==> src/rtl/pipe_stage_reg.sv <==
// pipe_stage_reg: pipeline stage register with valid/ready handshake and a
// one-entry skid buffer. The head entry drives the outputs. The skid entry
// absorbs the one extra word that upstream may push in the cycle that
// downstream stalls. in_ready depends only on registered state and reset,
// so there is no combinational path from out_ready to in_ready. Control is
// presented as zero (a NOP) whenever the stage holds a bubble.
module pipe_stage_reg #(
  parameter int DATA_W              = 32,
  parameter int CTRL_W              = 8,
  parameter bit CLEAR_DATA_ON_FLUSH = 1'b1
) (
  input  logic              clk,
  input  logic              reset,
  input  logic              flush,
  input  logic              in_valid,
  output logic              in_ready,
  input  logic [DATA_W-1:0] in_data,
  input  logic [CTRL_W-1:0] in_ctrl,
  output logic              out_valid,
  input  logic              out_ready,
  output logic [DATA_W-1:0] out_data,
  output logic [CTRL_W-1:0] out_ctrl,
  output logic [1:0]        occupancy,
  output logic [15:0]       stall_cycles
);

  typedef enum logic [1:0] {
    ST_EMPTY = 2'd0,
    ST_ONE   = 2'd1,
    ST_FULL  = 2'd2
  } state_t;

  state_t              r_state;
  state_t              w_state_nxt;
  logic [DATA_W-1:0]   r_main_data;
  logic [DATA_W-1:0]   w_main_data_nxt;
  logic [CTRL_W-1:0]   r_main_ctrl;
  logic [CTRL_W-1:0]   w_main_ctrl_nxt;
  logic [DATA_W-1:0]   r_skid_data;
  logic [DATA_W-1:0]   w_skid_data_nxt;
  logic [CTRL_W-1:0]   r_skid_ctrl;
  logic [CTRL_W-1:0]   w_skid_ctrl_nxt;
  logic [15:0]         r_stall_cnt;
  logic                w_accept;
  logic                w_consume;
  logic                w_stall_evt;

  // Counter that sticks at all-ones instead of wrapping.
  function automatic logic [15:0] sat_inc(input logic [15:0] v);
    if (v == 16'hFFFF) begin
      return v;
    end else begin
      return v + 16'd1;
    end
  endfunction

  assign in_ready     = reset & (r_state != ST_FULL);
  assign out_valid    = (r_state != ST_EMPTY);
  assign out_data     = r_main_data;
  assign out_ctrl     = out_valid ? r_main_ctrl : {CTRL_W{1'b0}};
  assign occupancy    = r_state;
  assign stall_cycles = r_stall_cnt;

  assign w_accept    = in_valid & in_ready;
  assign w_consume   = out_valid & out_ready;
  assign w_stall_evt = reset & ~flush & in_valid & ~in_ready;

  // Next-state and entry-update logic; flush overrides every handshake.
  always_comb begin
    w_state_nxt     = r_state;
    w_main_data_nxt = r_main_data;
    w_main_ctrl_nxt = r_main_ctrl;
    w_skid_data_nxt = r_skid_data;
    w_skid_ctrl_nxt = r_skid_ctrl;
    if (flush) begin
      w_state_nxt     = ST_EMPTY;
      w_main_ctrl_nxt = {CTRL_W{1'b0}};
      w_skid_ctrl_nxt = {CTRL_W{1'b0}};
      if (CLEAR_DATA_ON_FLUSH) begin
        w_main_data_nxt = {DATA_W{1'b0}};
        w_skid_data_nxt = {DATA_W{1'b0}};
      end else begin
        w_main_data_nxt = r_main_data;
        w_skid_data_nxt = r_skid_data;
      end
    end else begin
      case (r_state)
        ST_EMPTY: begin
          if (w_accept) begin
            w_state_nxt     = ST_ONE;
            w_main_data_nxt = in_data;
            w_main_ctrl_nxt = in_ctrl;
          end else begin
            w_state_nxt = ST_EMPTY;
          end
        end
        ST_ONE: begin
          if (w_accept && w_consume) begin
            w_state_nxt     = ST_ONE;
            w_main_data_nxt = in_data;
            w_main_ctrl_nxt = in_ctrl;
          end else if (w_accept) begin
            w_state_nxt     = ST_FULL;
            w_skid_data_nxt = in_data;
            w_skid_ctrl_nxt = in_ctrl;
          end else if (w_consume) begin
            // Drained: leave a NOP behind in the head control field.
            w_state_nxt     = ST_EMPTY;
            w_main_ctrl_nxt = {CTRL_W{1'b0}};
          end else begin
            w_state_nxt = ST_ONE;
          end
        end
        ST_FULL: begin
          if (w_consume) begin
            w_state_nxt     = ST_ONE;
            w_main_data_nxt = r_skid_data;
            w_main_ctrl_nxt = r_skid_ctrl;
            w_skid_data_nxt = {DATA_W{1'b0}};
            w_skid_ctrl_nxt = {CTRL_W{1'b0}};
          end else begin
            w_state_nxt = ST_FULL;
          end
        end
        default: begin
          w_state_nxt     = ST_EMPTY;
          w_main_ctrl_nxt = {CTRL_W{1'b0}};
          w_skid_ctrl_nxt = {CTRL_W{1'b0}};
        end
      endcase
    end
  end

  // State, entry and stall-counter registers; reset beats flush.
  always_ff @(posedge clk) begin
    if (!reset) begin
      r_state     <= ST_EMPTY;
      r_main_data <= {DATA_W{1'b0}};
      r_main_ctrl <= {CTRL_W{1'b0}};
      r_skid_data <= {DATA_W{1'b0}};
      r_skid_ctrl <= {CTRL_W{1'b0}};
      r_stall_cnt <= 16'd0;
    end else begin
      r_state     <= w_state_nxt;
      r_main_data <= w_main_data_nxt;
      r_main_ctrl <= w_main_ctrl_nxt;
      r_skid_data <= w_skid_data_nxt;
      r_skid_ctrl <= w_skid_ctrl_nxt;
      if (w_stall_evt) begin
        r_stall_cnt <= sat_inc(r_stall_cnt);
      end else begin
        r_stall_cnt <= r_stall_cnt;
      end
    end
  end

endmodule

==> config.mk <==
export PLATFORM = sky130hd
export DESIGN_NAME = pipe_stage_reg
export DESIGN_NICKNAME = d
export VERILOG_FILES = /design/src/rtl/pipe_stage_reg.sv
export SDC_FILE = /design/constraint.sdc
export NUM_CORES = 1
export LEC_CHECK = 0
export BUFFER_PORTS_ARGS = -buffer_cell sky130_fd_sc_hd__clkbuf_2
export CORE_ASPECT_RATIO = 0.8
export CORE_MARGIN = 2
export CORE_UTILIZATION = 40
export CTS_CLUSTER_SIZE = 14
export DETAILED_ROUTE_END_ITERATION = 8
export PLACE_DENSITY_LB_ADDON = 0.2
export SKIP_CTS_REPAIR_TIMING = 1
export SYNTH_ARGS = -nofsm -noshare
export SYNTH_HDL_FRONTEND = slang
export SYNTH_SLANG_ARGS = --single-unit
==> constraint.sdc <==
create_clock -name clk -period 2.8 [get_ports clk]
set_clock_uncertainty 0.15 [all_clocks]
set_input_delay 0.56 -clock clk [delete_from_list [all_inputs] [get_ports clk]]
set_output_delay 0.56 -clock clk [all_outputs]
set_load 0.1 [all_outputs]
==> impl_metrics.tcl <==
set metrics [dict create \
    min_path_cells 2 \
    root_buffer "clkbuf_16" \
    syn_avg_cell_area_um2 8.280 \
    worst-path-buf-inv 2 \
    synth_commonest_cells "dfxtp_1, nand2_1, nor2_1" \
    worstPathCellList "nor2b_4 -> buf_4 -> nor2_2 -> buf_12" \
    yosysUniqueCellTypes 46 \
    required_ns 2.09 \
    die_area_mm2 0.01179 \
    r2r_cells 9 \
    wire_per_inst_um 14.87 \
    period_minus_slack_ns 2.484 \
    core.rowCount 34 \
    rsz0062_at_grt "no" \
    finalSetupTns_ns 0 \
    power.density_mw_per_mm2 547.2 \
    hold_end "r_main_ctrl[0]" \
    post-route-util_pct 49.77 \
    die_x_um 120.9 \
    cts_max_path_buffers 2 \
    p_leak_nw 2.073 \
    tightestPinTransition_ns 0.7231 \
    dp_hpwl_um 7354 \
    dr.pass1.iters 5 \
    worstSetupPathType "flip-flop to output pin" \
    syn_nets 575 \
    synth_area_leaders "dfxtp_1, nand2_1, a311oi_1, a32oi_1, nor2_1" \
    outcome "finished clean" \
    drt-total-wl_um 11270 \
    async_flop_share_pct 0 \
    core_area_mm2 0.01076 \
    drt_iter0_markers 290 \
    drc 0 \
    layout-drive-gt1-share_pct 24.76 \
    finalHoldViolations 0 \
    synth_warnings 0 \
    synth_top_area_share_pct 44.88 \
    ios 105 \
    htreeDepth 3 \
    fin_cells 758 \
    port_buffers 104 \
    synth_edf_count 0 \
    initial_core_util_pct 40.62 \
    worstPathArrival_ns 1.77 \
    cp-start-kind "flip-flop" \
    cts_made_buffers 9 \
    r2r-start "occupancy[1]" \
    diodes 0 \
    gr-total-overflow 0 \
    clock_latency_ns 0.34 \
    routed-via-count 4155 \
    synth_most_common_cell "dfxtp_1" \
    ir_drop_uv 256.5 \
    place_inst 742 \
    grt_pass1_vias 3736 \
    drtAntennaViolNets 0 \
    fmax_mhz 402.6 \
    synth_area_mm2 0.004372 \
    grt_pass1_wl_um 18550 \
    min_path_type "flip-flop to flip-flop" \
    fin_nets 656 \
    synth_flop_cell "dfxtp_1" \
    finalSetupViolations 0 \
    nFillCells 1026 \
    r2r-end "r_skid_data[4]" \
    grt_max_degree 65 \
    hold_slack_ns 0.3152 \
    synth-seq-cells 98 \
    cts_tree "yes" \
    finalPower_mw 2.931 \
    cpPeakStageDelay_ns 0.52 \
    die_h_um 97.51 \
    cp_top_family "buffers and inverters" \
    seq_area_frac_synth_pct 44.88 \
    antenna_found_initial 0 \
    max_slew_margin_pct 51.42 \
    cp-end-kind "output pin" \
    hp-start "r_main_ctrl[0]" \
    grt_use_total_pct 19.44 \
    post-route-period-util_pct 88.70 \
    r2r_slack_ns 0.43 \
    cts.sinks 98 \
    slew_viol_final 0 \
    yosys.area.top_type "dfxtp_1" \
    cap_violations 0 \
    critical_path.slowest_cell "dfxtp_4" \
    path_clk_slew_ns 0.06 \
    crit_fanout 43 \
    syn_inst 528 \
    finalWeightedCongestion 0.8363 \
    syn2layout_area_growth_pct 22.52 \
    via_per_inst 5.482 \
]
-- layout make-up --
| class | instances | area [um2] | area share [%] |
|---|---|---|---|
| well taps | 144 | 180.2 | 3.364 |
| multi-input cells | 376 | 2238 | 41.79 |
| repair buffers | 118 | 665.6 | 12.43 |
| clock inverters | 3 | 22.52 | 0.4205 |
| flip-flops and latches | 98 | 1967 | 36.72 |
| clock buffers | 13 | 260.3 | 4.859 |
| inverters | 6 | 22.52 | 0.4205 |
-- registers in the layout, summed over array words and instances (netlist names) --
name          flops
out_data         32
r_skid_data      32
stall_cycles     16
r_skid_ctrl       8
occupancy         2
r_main_ctrl       8
-- layout by cell type (no fill, tap or decap), drive strengths merged, types with 2 or more instances in the layout --
| cell type | n |
|---|---|
| a211oi | 6 |
| a21oi | 21 |
| a311oi | 32 |
| a31oi | 2 |
| a32oi | 32 |
| and2 | 7 |
| and3 | 3 |
| buf | 15 |
| clkbuf | 116 |
| clkinv | 2 |
| dfxtp | 98 |
| ha | 2 |
| inv | 6 |
| mux2i | 11 |
| nand2 | 82 |
| nand2b | 9 |
| nand3 | 32 |
| nand4 | 3 |
| nand4b | 2 |
| nor2 | 73 |
| nor2b | 12 |
| nor3 | 6 |
| nor3b | 7 |
| nor4 | 2 |
| o21ai | 3 |
| o22ai | 7 |
| o31ai | 3 |
| o41ai | 2 |
| or2 | 2 |
| or4 | 5 |
-- power breakdown --
| group | total, mW | switching, mW | internal (mW) |
|---|---|---|---|
| Combinational | 0.338 | 0.251 | 0.0873 |
| Clock | 1.16 | 0.511 | 0.654 |
| Sequential | 1.43 | 0.0137 | 1.41 |
| Total | 2.93 | 0.776 | 2.16 |
-- metrics by stage --
| step | setup slack [ns] | instance area (um2) |
|---|---|---|
| 2_1_floorplan | 0.01432 | 4415 |
| 3_3_place_gp | 0.3435 | 5074 |
| 3_5_place_dp | 0.2816 | 5074 |
| 4_1_cts | 0.2991 | 5356 |
| 5_1_grt | 0.2035 | 5356 |
| 6_report | 0.3163 | 5356 |
-- worst max path at each step --
stage | startpoint | to | slack, ns | cells past startpoint
after floorplan | stall_cycles[4] | stall_cycles[11] | 0.01 | 5
after global placement | in_valid | r_main_ctrl[6] | 0.34 | 8
after detailed placement | in_valid | r_main_ctrl[6] | 0.28 | 8
after CTS | occupancy[1] | in_ready | 0.30 | 4
after global routing | occupancy[1] | in_ready | 0.20 | 4
final | occupancy[1] | in_ready | 0.32 | 4
-- tightest hold or removal path, delay by kind of cell, from the launching register on --
kind	cells	cell delay, ns
AO/OA/AOI/OAI	1	0.05
flip-flops	1	0.31
AND/OR/NAND/NOR	1	0.06
-- layer usage --
metal,routed length [um],global-route usage (%),vias up,share of wire [%]
met5,0,0,-,0
met4,89,6.619,0,0.79
met3,598,4.343,9,5.3
met2,5071,28.61,122,45
met1,5515,27.89,1940,49
li1,-,-,2084,-
-- cell families (layout without fill, tap and decap cells) --
kind of cell    count (synthesis)  after routing  synth area share [%]
simple gates                  247            247                 26.33
buf+inv                        54            140                 5.094
fa+ha+maj                       2              2                0.5723
compound gates                116            116                 20.61
flops                          98             98                 44.88
mux                            11             11                 2.519
Note: power is estimated with default switching activity, not from simulation.
